--- src/rtl/imm_extend_pipe_if.sv ---
// Handshake bundle for imm_extend_pipe: producer side (in_*) and consumer
// side (out_*). The unit connects through the slave modport; the driver of
// the unit (decode stage or a bench) uses the master modport.
interface imm_extend_pipe_if #(
  parameter int IN_W  = 16,
  parameter int OUT_W = 32
);
  logic             in_valid;
  logic             in_ready;
  logic [IN_W-1:0]  in_imm;
  logic [1:0]       in_mode;
  logic             out_valid;
  logic             out_ready;
  logic [OUT_W-1:0] out_data;

  modport slave (
    input  in_valid, in_imm, in_mode, out_ready,
    output in_ready, out_valid, out_data
  );

  modport master (
    output in_valid, in_imm, in_mode, out_ready,
    input  in_ready, out_valid, out_data
  );
endinterface

--- src/rtl/imm_extend_pipe.sv ---
// imm_extend_pipe: widens an IN_W-bit immediate to OUT_W bits
// (modes: 0 SIGN, 1 ZERO, 2 UPPER, 3 BRANCH) and holds results in a
// 2-entry elastic buffer (head = output register, tail = skid register).
// Optional feature macro: IMM_EXT_BRANCH_EN. When undefined, mode 3 is
// treated as SIGN and the branch shift logic is not built.
module imm_extend_pipe #(
  parameter int IN_W  = 16,
  parameter int OUT_W = 32
) (
  input  logic               clk,
  input  logic               rst_n,
  imm_extend_pipe_if.slave   bus
);

  localparam int E = OUT_W - IN_W;

  generate
    if (IN_W < 3 || IN_W >= OUT_W) begin : g_bad_params
      $fatal(1, "imm_extend_pipe: need 3 <= IN_W < OUT_W");
    end
  endgenerate

  logic [1:0]       count_q, count_d;
  logic [OUT_W-1:0] head_q, head_d;
  logic [OUT_W-1:0] tail_q, tail_d;
  logic [OUT_W-1:0] ext_val;
  logic             accept, pop;

  // Extension of the incoming immediate, selected by mode
  always_comb begin
    logic [OUT_W-1:0] sign_ext;
    logic [OUT_W-1:0] zero_ext;
    sign_ext = {{E{bus.in_imm[IN_W-1]}}, bus.in_imm};
    zero_ext = {{E{1'b0}}, bus.in_imm};
    ext_val  = sign_ext;
    case (bus.in_mode)
      2'd0: ext_val = sign_ext;
      2'd1: ext_val = zero_ext;
      2'd2: ext_val = zero_ext << E;
`ifdef IMM_EXT_BRANCH_EN
      2'd3: ext_val = sign_ext << 2;
`else
      2'd3: ext_val = sign_ext;
`endif
      default: ext_val = sign_ext;
    endcase
  end

  // in_ready is gated by rst_n so nothing is taken while reset is held
  assign bus.in_ready  = rst_n && (count_q != 2'd2);
  assign bus.out_valid = (count_q != 2'd0);
  assign bus.out_data  = head_q;

  assign accept = bus.in_valid && bus.in_ready;
  assign pop    = bus.out_valid && bus.out_ready;

  // Buffer next-state: strict FIFO, tail slides into head on pop when full
  always_comb begin
    count_d = count_q;
    head_d  = head_q;
    tail_d  = tail_q;
    case (count_q)
      2'd0: begin
        if (accept) begin
          head_d  = ext_val;
          count_d = 2'd1;
        end
      end
      2'd1: begin
        if (accept && pop) begin
          head_d = ext_val;
        end else if (accept) begin
          tail_d  = ext_val;
          count_d = 2'd2;
        end else if (pop) begin
          count_d = 2'd0;
        end
      end
      2'd2: begin
        if (pop) begin
          head_d  = tail_q;
          count_d = 2'd1;
        end
      end
      default: count_d = 2'd0;
    endcase
  end

  // Buffer state registers; reset clears contents and occupancy
  always_ff @(posedge clk or negedge rst_n) begin
    if (!rst_n) begin
      count_q <= 2'd0;
      head_q  <= '0;
      tail_q  <= '0;
    end else begin
      count_q <= count_d;
      head_q  <= head_d;
      tail_q  <= tail_d;
    end
  end

endmodule

--- src/flat_wrapper.sv ---
// flat-port wrapper written by rule: the top's interface ports become plain ports
module imm_extend_pipe_flat 
#(
  parameter int IN_W  = 16,
  parameter int OUT_W = 32
)
  (clk, rst_n, bus_in_valid, bus_in_imm, bus_in_mode, bus_out_ready, bus_in_ready, bus_out_valid, bus_out_data);
  imm_extend_pipe_if #(.IN_W(IN_W), .OUT_W(OUT_W)) bus_i ();
  input  logic clk;
  input  logic rst_n;
  input wire logic [$bits(bus_i.in_valid)-1:0] bus_in_valid;
  input wire logic [$bits(bus_i.in_imm)-1:0] bus_in_imm;
  input wire logic [$bits(bus_i.in_mode)-1:0] bus_in_mode;
  input wire logic [$bits(bus_i.out_ready)-1:0] bus_out_ready;
  output wire logic [$bits(bus_i.in_ready)-1:0] bus_in_ready;
  output wire logic [$bits(bus_i.out_valid)-1:0] bus_out_valid;
  output wire logic [$bits(bus_i.out_data)-1:0] bus_out_data;
  assign bus_i.in_valid = bus_in_valid;
  assign bus_i.in_imm = bus_in_imm;
  assign bus_i.in_mode = bus_in_mode;
  assign bus_i.out_ready = bus_out_ready;
  assign bus_in_ready = bus_i.in_ready;
  assign bus_out_valid = bus_i.out_valid;
  assign bus_out_data = bus_i.out_data;
  imm_extend_pipe #(.IN_W(IN_W), .OUT_W(OUT_W)) u_core (.clk(clk), .rst_n(rst_n), .bus(bus_i));
endmodule
--- config.mk ---
export PLATFORM = sky130hd
export DESIGN_NAME = imm_extend_pipe_flat
export DESIGN_NICKNAME = d
export VERILOG_FILES = /design/src/rtl/imm_extend_pipe_if.sv /design/src/rtl/imm_extend_pipe.sv /design/src/flat_wrapper.sv
export SDC_FILE = /design/constraint.sdc
export NUM_CORES = 1
export LEC_CHECK = 0
export CORE_ASPECT_RATIO = 2
export CORE_MARGIN = 2
export CORE_UTILIZATION = 41
export DETAILED_ROUTE_END_ITERATION = 8
export GPL_TIMING_DRIVEN = 0
export MAX_ROUTING_LAYER = met4
export PLACE_DENSITY = 0.61
export SYNTH_ARGS = -nofsm -noshare
export SYNTH_HDL_FRONTEND = slang
export SYNTH_SLANG_ARGS = --single-unit
--- constraint.sdc ---
create_clock -name clk -period 3.3 [get_ports clk]
set_clock_uncertainty 0.2 [all_clocks]
set_input_delay 0.99 -clock clk [delete_from_list [all_inputs] [get_ports clk]]
set_output_delay 0.99 -clock clk [all_outputs]
set_load 0.05 [all_outputs]
==> flow_metrics.tcl <==
set metrics [dict create \
    clkTransAtPathRegs_ns 0.05 \
    crit_required_ns 2.11 \
    holdPathStages 1 \
    crit_type "input port to output pin" \
    tightest_slew_ns 0.548 \
    slowest_delay_ns 0.49 \
    gp_congestion 0.814 \
    synth_edf_count 0 \
    synth_top_area_share_pct 48.5 \
    path_buf_inv 2 \
    clock_path_buffers 2 \
    holdWs_ns 0.280 \
    io_buffers 54 \
    holdCritPathClass "register to register" \
    drive_gt1_share_pct 31.8 \
    fin_setup_tns_ns 0 \
    dr.pass1.iters 4 \
    syn_avg_cell_area_um2 12.6 \
    yosys_warnings 0 \
    ys_ff_latch 66 \
    yosys.cell_types.count 28 \
    core_area_um2 8170 \
    via_per_inst 5.36 \
    worstPathMaxFanout 69 \
    diodes 0 \
    netlist_instances 270 \
    ys_seq_area_share_pct 48.5 \
    rr_startpoint "u_core.count_q[0]" \
    routedWlPerCell_um 17.3 \
    fmax_mhz 312 \
    status "finished clean" \
    rows 47 \
    cts-root-buf "clkbuf_16" \
    grt_max_degree 70 \
    num_vias 2349 \
    reg2reg_slack_ns 1.29 \
    die_x_um 68.4 \
    grt_pass1_vias 2400 \
    crit_arrival_ns 2.01 \
    syn_nets 294 \
    cp-start-kind "input port" \
    holdBufCountCts 0 \
    fin_util_pct 53.7 \
    chipHeight_um 133 \
    cts_buffers 9 \
    ir_worst_vdd_mv 0.388 \
    clkSinkCount 66 \
    cp_top_family "buffers and inverters" \
    finalCriticalPeriod_ns 3.20 \
    slew_headroom_pct 63.5 \
    grt-ovfl-total 0 \
    htreeDepth 3 \
    antenna_found_initial 0 \
    cts_tree "built" \
    ant_nets 0 \
    hpwl_mm 5.64 \
    io_pins 56 \
    synth_top_flop_cell "dfrtp_1" \
    synth_area_leaders "dfrtp_1 (48%), mux2_2 (24%), nand3b_1 (3.7%), o21a_1 (3.5%), a22oi_1 (3.3%)" \
    drt_iter0_markers 133 \
    clk_latency_ns 0.33 \
    rr_worst_depth 5 \
    die-area_um2 9100 \
    final_hold_viol_count 0 \
    grt_pass1_wl_mm 12.5 \
    p_per_area_nw_per_um2 757 \
    drt_wl_total_mm 7.59 \
    setup_viol_count_final 0 \
    remaining_drc_errors 0 \
    whs_endpoint "u_core.tail_q[6]" \
    p_leak_nw 1.90 \
    r2r-end "u_core.tail_q[13]" \
    drv_slew 0 \
    finalCritPeriodShare_pct 97.0 \
    grtUsageTotal_pct 19.4 \
    hold_start "u_core.tail_q[6]" \
    rsz0062_at_grt "false" \
    synth_area_um2 3410 \
    crit_chain "buf_12 -> and2_1 -> clkdlybuf4s15_1" \
    critPathSlowestCell "clkdlybuf4s15_1" \
    endpoint_kind "output pin" \
    synth_area_leader_cell "dfrtp_1" \
    syn2layout_area_growth_pct 28.8 \
    start_util_pct 41.7 \
    ys_async_sr_fraction_pct 100 \
    cap_viol_max_count 0 \
    fin_nets 359 \
]
## per-stage QoR
stage                     power, mW  worst slack (ns)  cells  instance area [um2]
final                          3.32            0.0994    438                 4390
after floorplan                2.00             0.706    270                 3410
after global placement         2.36             -2.84    422                 4070
after CTS                      3.36            0.0594    438                 4380
after detailed placement       2.38            -0.662    422                 4070
after global routing           3.48            0.0118    438                 4390
## flip-flops by register name, summed over array words and instances (netlist names)
signal	flops
u_core.bus.out_data	32
u_core.count_q	2
u_core.tail_q	32
## worst max path at each step
stage,start,endpoint,slack [ns],depth (start not counted)
2_1_floorplan,bus_in_mode[0],u_core.bus.out_data[6],0.71,6
3_3_place_gp,rst_n,bus_in_ready,-2.84,3
3_5_place_dp,rst_n,bus_in_ready,-0.66,3
4_1_cts,rst_n,bus_in_ready,0.06,3
5_1_grt,rst_n,bus_in_ready,0.01,3
6_report,rst_n,bus_in_ready,0.1,3
## worst register-to-register path: stages, from the launching register on
cell     delay (ns)
dfrtp_1        0.35
buf_4          0.16
and2b_1        0.15
nor3b_4        0.45
buf_6          0.24
mux2_2         0.35
## cell usage after synthesis, drive strengths merged (2+ instances only)
cell type,number
clkbuf,11
dfrtp,66
a22oi,15
o21a,16
buf,15
nor2,16
nand3b,17
ha,2
mux2,80
inv,3
o31ai,15
## cell families (layout without fill, tap and decap cells)
kind of cell               after synthesis  after routing  share of synthesized area [%]
DFF                                     66             66                           48.5
adders and majority gates                2              2                          0.735
and+or+nand+nor                         42             42                           7.53
AOI/OAI and AO/OA                       50             50                           11.5
muxes                                   81             81                           26.7
buffers and inverters                   29             99                           5.00
## final cells by class
type	instances	area, um2
multi-input combinational	175	1580
buffer	26	159
fill	728	3790
timing repair buffer	54	551
clock inverter	4	50.0
inverter	3	11.3
sequential	66	1650
clock buffer	12	256
tap	98	123
## routing by layer
layer  vias up  track usage (%)  share of wire, %
met5         -                -                 0
met4         0             9.33               2.7
met3        13             3.06               3.3
met2        62             30.9                53
met1      1155             23.1                41
li1       1119                -                 -
## cells in the final DEF (no fill, tap or decap), types with 2 or more instances in the layout
| cell type | netlist | routed |
|---|---|---|
| mux2_2 | 74 | 74 |
| dfrtp_1 | 66 | 66 |
| clkdlybuf4s50_1 | 0 | 52 |
| nand3b_1 | 17 | 17 |
| o21a_1 | 16 | 16 |
| nor2_1 | 16 | 16 |
| a22oi_1 | 15 | 15 |
| o31ai_1 | 15 | 15 |
| clkbuf_1 | 11 | 12 |
| clkbuf_16 | 0 | 9 |
| buf_2 | 7 | 7 |
| buf_6 | 6 | 6 |
| mux2_1 | 6 | 6 |
| inv_1 | 3 | 3 |
| buf_4 | 2 | 2 |
| ha_1 | 2 | 2 |
| clkinvlp_4 | 0 | 2 |
| clkbuf_8 | 0 | 2 |
## what timing repair did
item                                    CTS  global route
endpoints found under the setup margin    1             1
resized for setup                         4             1
buffers inserted                          0             0
## report_power, final
| group | leakage (nW) | internal [mW] | switching (mW) |
|---|---|---|---|
| Clock | 0.145 | 0.624 | 0.340 |
| Sequential | 0.848 | 1.06 | 0.119 |
| Combinational | 0.904 | 0.499 | 0.677 |
| Total | 1.90 | 2.19 | 1.14 |
No activity file was read; power rests on OpenSTA's default activity.
